`config.mk`:
```
export PLATFORM = sky130hd
export DESIGN_NAME = fp_mul_scheduler
export DESIGN_NICKNAME = d
export VERILOG_FILES = /design/src/rtl/fp_mul_scheduler.sv
export SDC_FILE = /design/constraint.sdc
export NUM_CORES = 1
export LEC_CHECK = 0
export BUFFER_PORTS_ARGS = -buffer_cell sky130_fd_sc_hd__buf_2
export CAP_MARGIN = 0
export CORE_MARGIN = 2
export CORE_UTILIZATION = 34
export CTS_CLUSTER_SIZE = 20
export DETAILED_ROUTE_END_ITERATION = 6
export GPL_ROUTABILITY_DRIVEN = 1
export SYNTH_ARGS = -nofsm -noshare
export SYNTH_HDL_FRONTEND = slang
export SYNTH_SLANG_ARGS = --single-unit
```
`constraint.sdc`:
```
create_clock -name clk -period 3.5 [get_ports clk]
set_input_delay 0.175 -clock clk [delete_from_list [all_inputs] [get_ports clk]]
set_output_delay 0.175 -clock clk [all_outputs]
set_load 0.01 [all_outputs]
```
`src/rtl/fp_mul_scheduler.sv`:
```
// Purpose: round-robin arbiter sharing one multi-cycle FP multiplier between requesters A and B.
// Latency: legal rounding mode LAT+1 cycles from ready to response, illegal mode 1 cycle.
// Backpressure: one op outstanding; both readies stay low until the response is taken with r_ready.
module fp_mul_scheduler #(
    parameter int LAT = 1
) (
    input  logic        clk,
    input  logic        rst,
    input  logic        a_valid,
    output logic        a_ready,
    input  logic [31:0] a_x,
    input  logic [31:0] a_y,
    input  logic [2:0]  a_rm,
    input  logic        b_valid,
    output logic        b_ready,
    input  logic [31:0] b_x,
    input  logic [31:0] b_y,
    input  logic [2:0]  b_rm,
    output logic [31:0] m_x,
    output logic [31:0] m_y,
    output logic [2:0]  m_rm,
    input  logic [31:0] m_z,
    input  logic        m_ovrf,
    input  logic        m_udrf,
    output logic        r_valid,
    input  logic        r_ready,
    output logic        r_id,
    output logic [31:0] r_z,
    output logic        r_ovrf,
    output logic        r_udrf,
    output logic        r_inv
);

    typedef enum logic [1:0] {IDLE, CALC, DONE} state_e;

    localparam logic [3:0]  CNT_INIT = 4'(LAT - 1);
    localparam logic [31:0] QNAN     = 32'h7FC0_0000;
    localparam logic [2:0]  RM_MAX   = 3'd4;

    state_e      state_q, state_d;
    logic [3:0]  cnt_q, cnt_d;
    logic        last_b_q, last_b_d;   // 1 = B was served last, so A wins the next tie
    logic [31:0] m_x_q, m_x_d;
    logic [31:0] m_y_q, m_y_d;
    logic [2:0]  m_rm_q, m_rm_d;
    logic        id_q, id_d;
    logic [31:0] r_z_q, r_z_d;
    logic        r_ovrf_q, r_ovrf_d;
    logic        r_udrf_q, r_udrf_d;
    logic        r_inv_q, r_inv_d;

    logic        grant_a;
    logic        grant_b;
    logic        in_idle;
    logic        accept;
    logic [2:0]  sel_rm;

    // Arbitration: a lone requester wins; on a tie the one not served last wins.
    always_comb begin
        grant_a = a_valid && (!b_valid || last_b_q);
        grant_b = b_valid && !grant_a;
        in_idle = (state_q == IDLE) && !rst;   // keeps readies low while reset is held
        accept  = in_idle && (grant_a || grant_b);
        sel_rm  = grant_b ? b_rm : a_rm;
    end

    assign a_ready = in_idle && grant_a;
    assign b_ready = in_idle && grant_b;

    // Next-state and datapath: latch operands on accept, count out the settle time, hold the response.
    always_comb begin
        state_d  = state_q;
        cnt_d    = cnt_q;
        last_b_d = last_b_q;
        m_x_d    = m_x_q;
        m_y_d    = m_y_q;
        m_rm_d   = m_rm_q;
        id_d     = id_q;
        r_z_d    = r_z_q;
        r_ovrf_d = r_ovrf_q;
        r_udrf_d = r_udrf_q;
        r_inv_d  = r_inv_q;
        case (state_q)
            IDLE: begin
                if (accept) begin
                    m_x_d    = grant_b ? b_x : a_x;
                    m_y_d    = grant_b ? b_y : a_y;
                    m_rm_d   = sel_rm;
                    id_d     = grant_b;
                    last_b_d = grant_b;
                    if (sel_rm <= RM_MAX) begin
                        state_d = CALC;
                        cnt_d   = CNT_INIT;
                    end else begin
                        // Illegal mode never touches the multiplier: answer with a quiet NaN.
                        state_d  = DONE;
                        r_z_d    = QNAN;
                        r_inv_d  = 1'b1;
                        r_ovrf_d = 1'b0;
                        r_udrf_d = 1'b0;
                    end
                end
            end
            CALC: begin
                if (cnt_q == 4'd0) begin
                    state_d  = DONE;
                    r_z_d    = m_z;
                    r_ovrf_d = m_ovrf;
                    r_udrf_d = m_udrf;
                    r_inv_d  = 1'b0;
                end else begin
                    cnt_d = cnt_q - 4'd1;
                end
            end
            DONE: begin
                if (r_ready) begin
                    state_d = IDLE;
                end
            end
            default: begin
                state_d = IDLE;
            end
        endcase
    end

    // State register; reset abandons any operation in flight and clears every output.
    always_ff @(posedge clk or posedge rst) begin
        if (rst) begin
            state_q  <= IDLE;
            cnt_q    <= 4'd0;
            last_b_q <= 1'b1;
            m_x_q    <= 32'd0;
            m_y_q    <= 32'd0;
            m_rm_q   <= 3'd0;
            id_q     <= 1'b0;
            r_z_q    <= 32'd0;
            r_ovrf_q <= 1'b0;
            r_udrf_q <= 1'b0;
            r_inv_q  <= 1'b0;
        end else begin
            state_q  <= state_d;
            cnt_q    <= cnt_d;
            last_b_q <= last_b_d;
            m_x_q    <= m_x_d;
            m_y_q    <= m_y_d;
            m_rm_q   <= m_rm_d;
            id_q     <= id_d;
            r_z_q    <= r_z_d;
            r_ovrf_q <= r_ovrf_d;
            r_udrf_q <= r_udrf_d;
            r_inv_q  <= r_inv_d;
        end
    end

    assign m_x     = m_x_q;
    assign m_y     = m_y_q;
    assign m_rm    = m_rm_q;
    assign r_valid = (state_q == DONE);
    assign r_id    = id_q;
    assign r_z     = r_z_q;
    assign r_ovrf  = r_ovrf_q;
    assign r_udrf  = r_udrf_q;
    assign r_inv   = r_inv_q;

endmodule
```
==> Word level (Yosys, flattened, before mapping) <==
Cells that the tools add are included.
{ "totals": {"latchBits": 0, "mem_bits_ro": 0, "input_bits": 173, "register_bits": 110, "memories": 0, "mem_bits_rw": 0} }
{ "op_classes": {"n_mux": 26, "eq_ne": 8, "order_cmp": 1, "n_shift": 0, "mul": 0, "reduce_logical": 18, "n_addsub": 1, "n_bitwise": 0, "n_div": 0} }
{ "op_table": {"columns": ["operator", "count"], "rows": [
  ["32-bit two-way mux", 5],
  ["32-bit case mux with 2 select lines", 1],
  ["4-bit two-way mux", 3],
  ["2-bit two-way mux", 4],
  ["2-bit inequality test (second input constant)", 4],
  ["4-bit case mux with 2 select lines", 1],
  ["4-bit AND reduction", 2],
  ["1-bit two-way mux", 7],
  ["1-bit logical AND", 6],
  ["1-bit case mux with 2 select lines", 3],
  ["2-bit case mux with 3 select lines", 1],
  ["4-bit logical NOT", 1],
  ["2-bit by 1-bit inequality test with 1-bit output (second input constant)", 2],
  ["4-bit by 1-bit subtractor with 4-bit output (second input constant)", 1],
  ["3-bit less-or-equal comparator (second input constant)", 1],
  ["1-bit logical NOT", 3],
  ["3-bit two-way mux", 1],
  ["3-bit AND reduction", 1],
  ["2-bit by 1-bit == test with 1-bit output (second input constant)", 1],
  ["2-bit == test (second input constant)", 1],
  ["2-bit logical NOT", 1],
  ["1-bit logical OR", 2],
  ["2-bit AND reduction", 1],
  ["2-bit nonzero test", 1]
]} }

==> Longest topological paths before layout <==
Gate-level depths: netlist of run 1.
{ "logic_depth": {"depth_word": 10, "mapped_depth": 8} }

==> Least setup slack after synthesis of run 1 <==
OpenSTA, ideal clock, no wires.
{ "synth_timing": {"kind": "register -> register", "startpoint": "register cnt_q[0]", "endpoint": "register r_z_q[0] (netlist: r_z[0])", "setup_time_ps": 121, "arrival_time_ps": 1773, "period_less_slack_ps": 1894, "stages_incl_launch_ff": 8, "slack_ps": 1606, "cell_sequence": "dfrtp_1 -> inv_1 -> ha_1 -> or3b_1 -> nor2_2 -> o22ai_2 -> buf_2 -> a22o_1"} }
{ "synth_between": {"elab_chain_len": 3} }
{ "synth_rtl": {"columns": ["element", "line_no", "rtl"], "rows": [
  ["start: declaration", "41", "logic [3:0] cnt_q, cnt_d;"],
  ["start signal: assignment", "142", "cnt_q <= cnt_d;"],
  ["4-bit logical NOT", "105", "if (cnt_q == 4'd0) begin"],
  ["2-bit inequality test (no source line)", null, null],
  ["4-bit AND reduction (no source line)", null, null],
  ["end signal: assignment", "148", "r_z_q <= r_z_d;"],
  ["end: declaration", "47", "logic [31:0] r_z_q, r_z_d;"]
]} }
Every way passes these cells.
A chain may end at the register's enable or synchronous reset.

==> Worst setup path in the final report of run 1 <==
{ "layout_timing": {"startpoint": "register state_q[0]", "endpoint": "register m_x_q[31] (netlist: m_x[31])"} }
{ "layout_between": {"elab_chain_len": 4} }
{ "layout_rtl": {"columns": ["element", "line_no", "rtl"], "rows": [
  ["start: declaration", "40", "state_e state_q, state_d;"],
  ["start signal: assignment", "141", "state_q <= state_d;"],
  ["2-bit logical NOT (*)", "62, 83", null],
  ["1-bit logical AND", "62", "in_idle = (state_q == IDLE) && !rst;"],
  ["1-bit logical AND", "63", "accept = in_idle && (grant_a || grant_b);"],
  ["2-bit AND reduction (no source line) (*)", null, null],
  ["end signal: assignment", "144", "m_x_q <= m_x_d;"],
  ["end: declaration", "43", "logic [31:0] m_x_q, m_x_d;"]
]} }
Mark *: on every way between the ends. The rest lies on a longest branch, timed or not.

==> impl_metrics.env, run 1 <==
export IMPL_ys_flop_type="dfrtp_1"
export IMPL_fmax_mhz=423.7
export IMPL_wl_per_cell_um=14.75
export IMPL_dp_hpwl_um=9741
export IMPL_power_frac_comb=0.379
export IMPL_status="finished, final reports clean"
export IMPL_yosysMostFrequentCell="dfrtp_1"
export IMPL_synth_top_area_frac=0.5717
export IMPL_power_switching_mw=1.873
export IMPL_fin_crit_sh=0.6743
export IMPL_p_per_area_nw_per_um2=768.1
export IMPL_yosys_area_share_simple=0.08392
export IMPL_io_buffers=278
export IMPL_first_pass_iters=4
export IMPL_synth_compound_area_frac=0.1595
export IMPL_cts_resized=0
export IMPL_drv_cap=0
export IMPL_postRouteAntennaNets=0
export IMPL_cts_tree="yes"
export IMPL_synth_warnings=0
export IMPL_wl_um=12900
export IMPL_endpoint_kind="flop"
export IMPL_min_to="r_z[12]$_DFFE_PP0P_"
export IMPL_syn_area_per_cell_sq_um=11.28
export IMPL_worst_path_buf_inv=1
export IMPL_die_h_um=122.5
export IMPL_synth_area_sq_um=4771
export IMPL_clock_sinks=110
export IMPL_synth_xor_xnor_area_share=0
export IMPL_synth_top_family_by_area="compound AO/OA/AOI/OAI gates"
export IMPL_seq_power_share=0.414
export IMPL_worstPathArrival_ns=2.55
export IMPL_final_hold_viol_count=0
export IMPL_synthTopCellsByArea="dfrtp_1 (57%), mux2i_1 (14%), o21ai_0 (7.3%), nand2_1 (5.6%), a22o_1 (4.6%)"
export IMPL_r2r_start="state_q[0]$_DFFE_PP0P_"
export IMPL_cts_htree_levels=3
export IMPL_die_area_sq_um=15000
export IMPL_pwr_share_clk=0.207
export IMPL_setup_tns_ns=0
export IMPL_tightest_slew_ns=1.162
export IMPL_hold_path_class="in2reg"
export IMPL_gp_congestion=0.7344
export IMPL_antenna_found_initial=1
export IMPL_netSwitchingFraction=0.3674
export IMPL_cts_root_buffer="clkbuf_16"
export IMPL_synthMuxAreaShare=0.1427
export IMPL_worstReg2RegEnd="m_x[31]$_DFFE_PP0P_"
export IMPL_grt_pass1_vias=4011
export IMPL_fill_cells=1342
export IMPL_first_iter_violations=136
export IMPL_fin_nets=864
export IMPL_area_growth_pct=39.13
export IMPL_cp_max_fo=81
export IMPL_drcViolationCount=0
export IMPL_cp_required_ns=3.69
export IMPL_crit_chain="nor3_1, o21ai_4, buf_4, nand2_1, o21ai_0"
export IMPL_clk_insertion_delay_late_ns=0.35
export IMPL_syn_num_nets=598
export IMPL_syn_inst=423
export IMPL_maxSlewViolCount=0
export IMPL_synth_top_area_cell="dfrtp_1"
export IMPL_clk_pin_slew_worst_paths_ns=0.08
export IMPL_grt_pass1_wl_um=19650
export IMPL_peakVddDrop_uv=271.2
export IMPL_holdPathStages=2
export IMPL_hp_start="m_z[12]"
export IMPL_top_level_ports=279
export IMPL_fin_skew_ns=0.007935
export IMPL_std_cell_rows=43
export IMPL_hold_slack_ns=0.03990
export IMPL_initial_utilization=0.3464
export IMPL_slowest_delay_ns=0.52
export IMPL_async_flop_share=1.000
export IMPL_critPathTopFamily="simple AND/OR/NAND/NOR gates"
export IMPL_rsz0062_at_grt="no"
export IMPL_synth_edf_count=0
export IMPL_r2r_cells=5
export IMPL_cts_inserted_buffers=9
export IMPL_setup_viol=0
export IMPL_vias_per_cell=4.721
export IMPL_die_w_um=122.5
export IMPL_cp_start_kind="flop"
export IMPL_post_cts_setup_buffers=0
export IMPL_crit_slowest_cell="nor3_1"
export IMPL_core_area_sq_um=13770
export IMPL_r2r_setup_slack_ns=1.14
export IMPL_grt_overflow=0
export IMPL_cts_max_path_buffers=2
export IMPL_drive_above_1_share=0.4424
export IMPL_grt_max_degree=87
export IMPL_route_vias_total=4131
export IMPL_track_usage=0.1683
export IMPL_ys_ff_latch=110
export IMPL_synthAdderAreaFrac=0.005245
export IMPL_seq_area_frac_synth=0.5772
export IMPL_layout_min_cycle_time_ns=2.360
export IMPL_p_leak_nw=3.544
export IMPL_max_slew_margin=0.2224
export IMPL_path_class="reg2reg"
export IMPL_p_int_mw=3.225
export IMPL_synth_commonest_cells="dfrtp_1 (109), nand2_1 (71), o21ai_0 (70)"
export IMPL_yosysUniqueCellTypes=36
[layout by cell type (no fill, tap or decap), drive strengths merged]
cell and n:
a21boi 1, a21o 2, a21oi 2, a22o 25, a2bb2oi 1, and2 1
and3 1, buf 283, bufinv 1, clkbuf 10, clkinv 3, clkinvlp 2
dfrtp 109, dfstp 1, diode 1, dlygate4sd3 1, ha 2, inv 4
mux2i 68, nand2 71, nand2b 2, nand3 3, nand4 2, nor2 5
nor2b 1, nor3 2, nor3b 1, o2111ai 1, o21ai 71, o22a 9
o22ai 1, o31ai 1, o32a 1, o32ai 1, or2 1, or3 1
or3b 1, or4 2
[state kept, by name, summed over array words and instances (netlist names), 2 cells and up]
name	count
cnt_q	4
r_z	32
m_y	32
m_rm	3
m_x	32
state_q	2
[cell type report]
class / count / area [sq um] / area share
Antenna cell: 1 / 2.502 / 0.0003770
Clock buffer: 10 / 239.0 / 0.03600
Clock inverter: 6 / 71.32 / 0.01074
Inverter: 4 / 17.52 / 0.002639
Multi-Input combinational cell: 280 / 1889 / 0.2846
Sequential cell: 110 / 2754 / 0.4149
Tap cell: 180 / 225.2 / 0.03393
Timing Repair Buffer: 284 / 1439 / 0.2168
[stage by stage]
| stage | setup slack (ns) | power (mW) | util | area (sq um) | cells |
|---|---|---|---|---|---|
| after floorplan | 0.4244 | 3.247 | - | 4771 | 423 |
| after global placement | 1.176 | 4.025 | 0.4585 | 6315 | 857 |
| after detailed placement | 1.142 | 4.093 | 0.4585 | 6315 | 857 |
| after CTS | 1.153 | 5.154 | 0.4817 | 6635 | 874 |
| after global routing | 0.8578 | 5.465 | 0.4819 | 6638 | 875 |
| final | 1.140 | 5.098 | 0.4819 | 6638 | 875 |
[routing by layer]
metal | vias up | track usage | share of wire
met2 | 157 | 0.2885 | 0.50
li1 | 2029 | - | -
met5 | - | 0 | 0
met3 | 24 | 0.02788 | 0.056
met1 | 1921 | 0.2079 | 0.41
met4 | 0 | 0.07615 | 0.027
[how the worst max path moves through the flow]
stage,from,end,cells after the start
floorplan,rst,cnt_q[0]$_DFFE_PP0P_,1
global placement,state_q[0]$_DFFE_PP0P_,m_x[5]$_DFFE_PP0P_,5
detailed placement,b_valid,m_x[23]$_DFFE_PP0P_,4
CTS,state_q[0]$_DFFE_PP0P_,m_x[23]$_DFFE_PP0P_,5
global route,state_q[0]$_DFFE_PP0P_,m_x[5]$_DFFE_PP0P_,5
finish,state_q[0]$_DFFE_PP0P_,m_x[31]$_DFFE_PP0P_,5
[power by group through the flow]
| stage | clock (mW) | combinational, mW | sequential [mW] |
|---|---|---|---|
| 3_5_place_dp | 0 | 1.97 | 2.12 |
| 5_1_grt | 1.14 | 2.15 | 2.18 |
| 6_report | 1.06 | 1.93 | 2.11 |
| 2_1_floorplan | 0 | 0.919 | 2.33 |
| 4_1_cts | 1.08 | 1.96 | 2.11 |
| 3_3_place_gp | 0 | 1.91 | 2.12 |
[repair_timing]
action                                  CTS  global route
endpoints found under the setup margin    0             0
hold endpoints to repair                  1             0
hold buffers                              1             0
[cells by family after synthesis]
kind of cell,after synthesis
AOI/OAI and AO/OA,116
adders and majority gates,2
buffers and inverters,33
DFF,110
muxes,68
and+or+nand+nor,94
Power figures use the tool's default switching activity.
==> run 2: changes to the inputs <==
==> constraint.sdc (replaced) <==
create_clock -name clk -period 2.2 [get_ports clk]
set_input_delay 0.11 -clock clk [delete_from_list [all_inputs] [get_ports clk]]
set_output_delay 0.11 -clock clk [all_outputs]
set_load 0.01 [all_outputs]
==> run 2 against run 1 <==
Against the previous run: non-clock buffer count rose by 38; cell count rose by 4.2%; critical endpoint is now r_z[13]$_DFFE_PP0P_; setup slack got worse by 0.90 ns; total power rose by 65%; combinational power rose by 65%; fmax rose by 21%; first-iteration DRC count rose by 20%; largest power group unchanged; sequential cell count did not move; global-route usage rose by 1.1 points; sequential power rose by 58%; core utilization rose by 3.2 points; highest routed layer unchanged; clock power rose by 79%.
==> impl_metrics.env, run 2 (synthesis results as in run 1) <==
export IMPL_cts_max_path_buffers=2
export IMPL_cts_htree_levels=3
export IMPL_r2r_cells=4
export IMPL_std_cell_rows=43
export IMPL_route_vias_total=4291
export IMPL_fmax_mhz=510.9
export IMPL_maxSlewViolCount=0
export IMPL_critPathTopFamily="simple AND/OR/NAND/NOR gates"
export IMPL_io_buffers=278
export IMPL_peakVddDrop_uv=475.8
export IMPL_power_switching_mw=3.002
export IMPL_wl_um=13600
export IMPL_cp_start_kind="flop"
export IMPL_seq_power_share=0.396
export IMPL_area_growth_pct=48.47
export IMPL_grt_util_met3=0.02928
export IMPL_antenna_cells=0
export IMPL_final_hold_viol_count=0
export IMPL_drive_above_1_share=0.4249
export IMPL_cts_tree="yes"
export IMPL_grt_pass1_wl_um=20940
export IMPL_first_pass_iters=4
export IMPL_vias_per_cell=4.705
export IMPL_grt_max_degree=81
export IMPL_power_frac_comb=0.379
export IMPL_dp_hpwl_um=10030
export IMPL_rsz0062_at_grt="no"
export IMPL_fill_cells=1303
export IMPL_drcViolationCount=0
export IMPL_die_h_um=122.5
export IMPL_worstPathArrival_ns=2.19
export IMPL_setup_viol=0
export IMPL_clk_pin_slew_worst_paths_ns=0.07
export IMPL_status="finished, final reports clean"
export IMPL_die_w_um=122.5
export IMPL_grtUsageMet1=0.2163
export IMPL_top_level_ports=279
export IMPL_multiInputGateArea_sq_um=1897
export IMPL_crit_chain="or2_1, nor3_1, o22ai_4, a22o_1"
export IMPL_track_usage=0.1789
export IMPL_layout_commonest_cell="buf_2"
export IMPL_met2_usage=0.3146
export IMPL_wl_per_cell_um=14.91
export IMPL_final_seq_area_sq_um=2754
export IMPL_worst_path_buf_inv=0
export IMPL_cp_required_ns=2.44
export IMPL_cts_inserted_buffers=9
export IMPL_hold_path_class="in2reg"
export IMPL_cp_max_fo=26
export IMPL_fin_nets=902
export IMPL_crit_slowest_cell="dfrtp_1"
export IMPL_cts_root_buffer="clkbuf_16"
export IMPL_setup_tns_ns=0
export IMPL_clock_sinks=110
export IMPL_path_class="reg2reg"
export IMPL_clk_insertion_delay_late_ns=0.35
export IMPL_slowest_delay_ns=0.48
export IMPL_grt_overflow=0
export IMPL_fin_util=0.5143
export IMPL_holdPathStages=2
export IMPL_die_area_sq_um=15000
export IMPL_max_slew_margin=0.5090
export IMPL_grt_pass1_vias=4353
export IMPL_drv_cap=0
export IMPL_gp_congestion=0.8098
export IMPL_p_int_mw=5.429
export IMPL_p_leak_nw=3.730
export IMPL_tightest_slew_ns=0.7364
export IMPL_core_area_sq_um=13770
export IMPL_antenna_found_initial=0
export IMPL_fin_skew_ns=0.007421
export IMPL_first_iter_violations=163
export IMPL_postRouteAntennaNets=0
export IMPL_netSwitchingFraction=0.3560
export IMPL_grt_busiest_layer="met2"
export IMPL_worst_path_stages=4
export IMPL_pwr_share_clk=0.225
export IMPL_p_per_area_nw_per_um2=1190
export IMPL_layout_min_cycle_time_ns=1.957
export IMPL_initial_utilization=0.3464
export IMPL_endpoint_kind="flop"
export IMPL_final_cell_mix="buf_2 (278), dfrtp_1 (109), nand2_1 (71)"
export IMPL_fin_crit_sh=0.8897
## run 2: final cells by class
cell class	instances	share of cell area
Timing Repair Buffer	322	0.2590
Tap cell	180	0.03180
Multi-Input combinational cell	280	0.2678
Sequential cell	110	0.3888
Inverter	4	0.002650
Clock buffer	10	0.03374
Clock inverter	6	0.01625
## run 2: per-stage QoR
step	setup WS, ns	hold slack, ns	cell area, sq um	cells	power [mW]
2_1_floorplan	0.3059	0.1963	4775	423	5.166
3_3_place_gp	0.2277	0.1086	6371	861	6.433
3_5_place_dp	0.1618	0.1149	6371	861	6.551
4_1_cts	0.1341	0.01510	7076	912	8.526
5_1_grt	0.08177	0.01216	7083	912	9.029
6_report	0.2427	0.01955	7083	912	8.431
## run 2: power groups by stage
stage          combinational (mW)  clock [mW]  sequential, mW
6_report                     3.19        1.90            3.34
5_1_grt                      3.54        2.04            3.45
4_1_cts                      3.23        1.96            3.34
3_5_place_dp                 3.19           0            3.36
3_3_place_gp                 3.09           0            3.34
2_1_floorplan                1.46           0            3.70
## run 2: metal layers
layer,up-vias,part of all wire
li1,2101,-
met1,2011,0.40
met2,155,0.52
met3,24,0.059
met4,0,0.025
met5,-,0
## run 2: worst paths after layout
kind / startpoint / to / slack (ns)
hold reg to reg: m_y[3]$_DFFE_PP0P_ / m_y[3]$_DFFE_PP0P_ / 0.47
max in group asynchronous: rst / m_y[11]$_DFFE_PP0P_ / 1.29
min in group asynchronous: rst / state_q[1]$_DFFE_PP0P_ / 0.29
setup / recovery: state_q[0]$_DFFE_PP0P_ / r_z[13]$_DFFE_PP0P_ / 0.24
hold / removal: m_udrf / r_udrf$_DFFE_PP0P_ / 0.02
setup reg to reg: state_q[0]$_DFFE_PP0P_ / r_z[13]$_DFFE_PP0P_ / 0.24
## run 2: worst register-to-register path: cells and delay by family (launching register included)
kind             cells  cell delay (ns)
AND/OR/NAND/NOR      2             0.77
AO/OA/AOI/OAI        2             0.60
flip-flops           1             0.48
## run 2: what timing repair did
| action | 4_1_cts | 5_1_grt |
|---|---|---|
| endpoints found under the hold margin | 41 | 0 |
| gates resized for setup | 0 | 1 |
| hold buffers | 35 | 0 |
| endpoints found under the setup margin | 0 | 1 |
| buffers inserted | 0 | 0 |
==> run 3: changes to the inputs <==
--- a/config.mk
+++ b/config.mk
@@ -12,6 +12,7 @@
 export CTS_CLUSTER_SIZE = 20
 export DETAILED_ROUTE_END_ITERATION = 6
 export GPL_ROUTABILITY_DRIVEN = 1
+export RECOVER_POWER = 25
 export SYNTH_ARGS = -nofsm -noshare
 export SYNTH_HDL_FRONTEND = slang
 export SYNTH_SLANG_ARGS = --single-unit
==> run 3 against run 2 <==
Against the previous run: sequential power about the same; setup slack got worse by 0.012 ns; register-to-register slack hardly changed; global-route usage unchanged; fmax shrank 0.62%; first-iteration DRC count up 4.3%; cell count is the same; sequential cell count unchanged; largest power group unchanged; clock power about the same; core utilization is 0.15 points lower; critical path depth unchanged; largest cell class unchanged; sequential share of layout area rose by 0.12 points.
==> impl_metrics.env, run 3 (synthesis results as in run 1) <==
export IMPL_top_level_ports=279
export IMPL_clk_insertion_delay_late_ns=0.35
export IMPL_std_cell_rows=43
export IMPL_hold_path_class="in2reg"
export IMPL_fin_crit_sh=0.8953
export IMPL_first_pass_iters=4
export IMPL_drive_above_1_share=0.4235
export IMPL_crit_chain="or2_1, nor3_1, o22ai_4, a22o_1"
export IMPL_finalPower_mw=8.429
export IMPL_cp_max_fo=26
export IMPL_peakVddDrop_uv=478.9
export IMPL_grt_max_degree=81
export IMPL_cts_max_path_buffers=2
export IMPL_tightest_slew_ns=1.114
export IMPL_die_h_um=122.5
export IMPL_cp_required_ns=2.44
export IMPL_final_cell_mix="buf_2 (278), dfrtp_1 (109), nand2_1 (71)"
export IMPL_dp_slack_ns=0.1618
export IMPL_maxSlewViolCount=0
export IMPL_layout_min_cycle_time_ns=1.970
export IMPL_cts_inserted_buffers=9
export IMPL_grt_pass1_wl_um=20940
export IMPL_status="finished, final reports clean"
export IMPL_post_cts_setup_buffers=0
export IMPL_initial_utilization=0.3464
export IMPL_r2r_setup_slack_ns=0.23
export IMPL_cts_root_buffer="clkbuf_16"
export IMPL_track_usage=0.1789
export IMPL_rsz0062_at_grt="no"
export IMPL_final_hold_viol_count=0
export IMPL_crit_slowest_cell="dfrtp_1"
export IMPL_fin_util=0.5127
export IMPL_grt_pass1_vias=4353
export IMPL_clk_pin_slew_worst_paths_ns=0.07
export IMPL_postRouteAntennaNets=0
export IMPL_p_leak_nw=3.722
export IMPL_antenna_cells=0
export IMPL_fin_ws_ns=0.2304
export IMPL_r2r_cells=4
export IMPL_endpoint_kind="flop"
export IMPL_worstReg2RegEnd="r_z[13]$_DFFE_PP0P_"
export IMPL_layout_commonest_cell="buf_2"
export IMPL_clock_sinks=110
export IMPL_hold_slack_ns=0.01956
export IMPL_placed_cells=861
export IMPL_fin_nets=902
export IMPL_cts_htree_levels=3
export IMPL_max_slew_margin=0.2573
export IMPL_fin_area_sq_um=7062
export IMPL_setup_tns_ns=0
export IMPL_stdcell_count=912
export IMPL_gp_congestion=0.8098
export IMPL_cts_tree="yes"
export IMPL_slowest_delay_ns=0.48
export IMPL_wl_um=13610
export IMPL_drcViolationCount=0
export IMPL_endpoint="r_z[13]$_DFFE_PP0P_"
export IMPL_die_area_sq_um=15000
export IMPL_placed_cell_area_sq_um=6371
export IMPL_io_buffers=278
export IMPL_wl_per_cell_um=14.92
export IMPL_setup_viol=0
export IMPL_worstPathArrival_ns=2.20
export IMPL_antenna_found_initial=0
export IMPL_drv_cap=0
export IMPL_grt_overflow=0
export IMPL_die_w_um=122.5
export IMPL_core_area_sq_um=13770
export IMPL_vias_per_cell=4.704
export IMPL_area_growth_pct=48.02
export IMPL_startpoint="state_q[0]$_DFFE_PP0P_"
export IMPL_r2r_start="state_q[0]$_DFFE_PP0P_"
export IMPL_first_iter_violations=170
export IMPL_fmax_mhz=507.7
export IMPL_p_per_area_nw_per_um2=1194
export IMPL_path_class="reg2reg"
export IMPL_fin_skew_ns=0.008635
export IMPL_route_vias_total=4290
export IMPL_cp_start_kind="flop"
export IMPL_dp_hpwl_um=10030
==> run 3: cell types whose count changed in the layout (fill, tap and decap cells not counted), sizes merged <==
cell / change
buf: -2
clkbuf: +2
==> run 3: where the power goes <==
part	switching (mW)	internal [mW]	leakage (nW)	total (mW)
logic	1.78	1.40	2.19	3.19
clock network	0.750	1.15	0.170	1.90
registers	0.469	2.87	1.36	3.34
==> run 3: worst min-delay path by stage <==
| stage | startpoint | end | cells past startpoint |
|---|---|---|---|
| floorplan | r_ready | state_q[1]$_DFFE_PP0P_ | 1 |
| global placement | rst | cnt_q[3]$_DFFE_PP0P_ | 2 |
| detailed placement | rst | state_q[1]$_DFFE_PP0P_ | 2 |
| CTS | m_udrf | r_udrf$_DFFE_PP0P_ | 2 |
| global route | m_udrf | r_udrf$_DFFE_PP0P_ | 2 |
| finish | m_udrf | r_udrf$_DFFE_PP0P_ | 2 |
==> run 3: final cells by class <==
type | count | area, sq um
repair buffers | 322 | 1815
inverters | 4 | 16.27
multi-input cells | 280 | 1897
flip-flops and latches | 110 | 2754
well taps | 180 | 225.2
fillers | 1306 | 6711
clock inverters | 6 | 115.1
clock buffers | 10 | 239.0
==> run 3: critical path: cells and delay by family (launching register included) <==
kind / cells / cell delay (ns)
AND/OR/NAND/NOR: 2 / 0.78
flip-flops: 1 / 0.48
AO/OA/AOI/OAI: 2 / 0.59
==> run 3: layer usage <==
layer / GRT usage / part of all wire
met1: 0.2163 / 0.40
met2: 0.3146 / 0.52
met3: 0.02928 / 0.057
met4: 0.07615 / 0.025
met5: 0 / 0
==> run 3: repair_timing <==
action | in CTS | in global routing
endpoints found under the setup margin | 0 | 1
gates resized for setup | 0 | 1
endpoints found under the hold margin | 41 | 0
hold buffers | 35 | 0
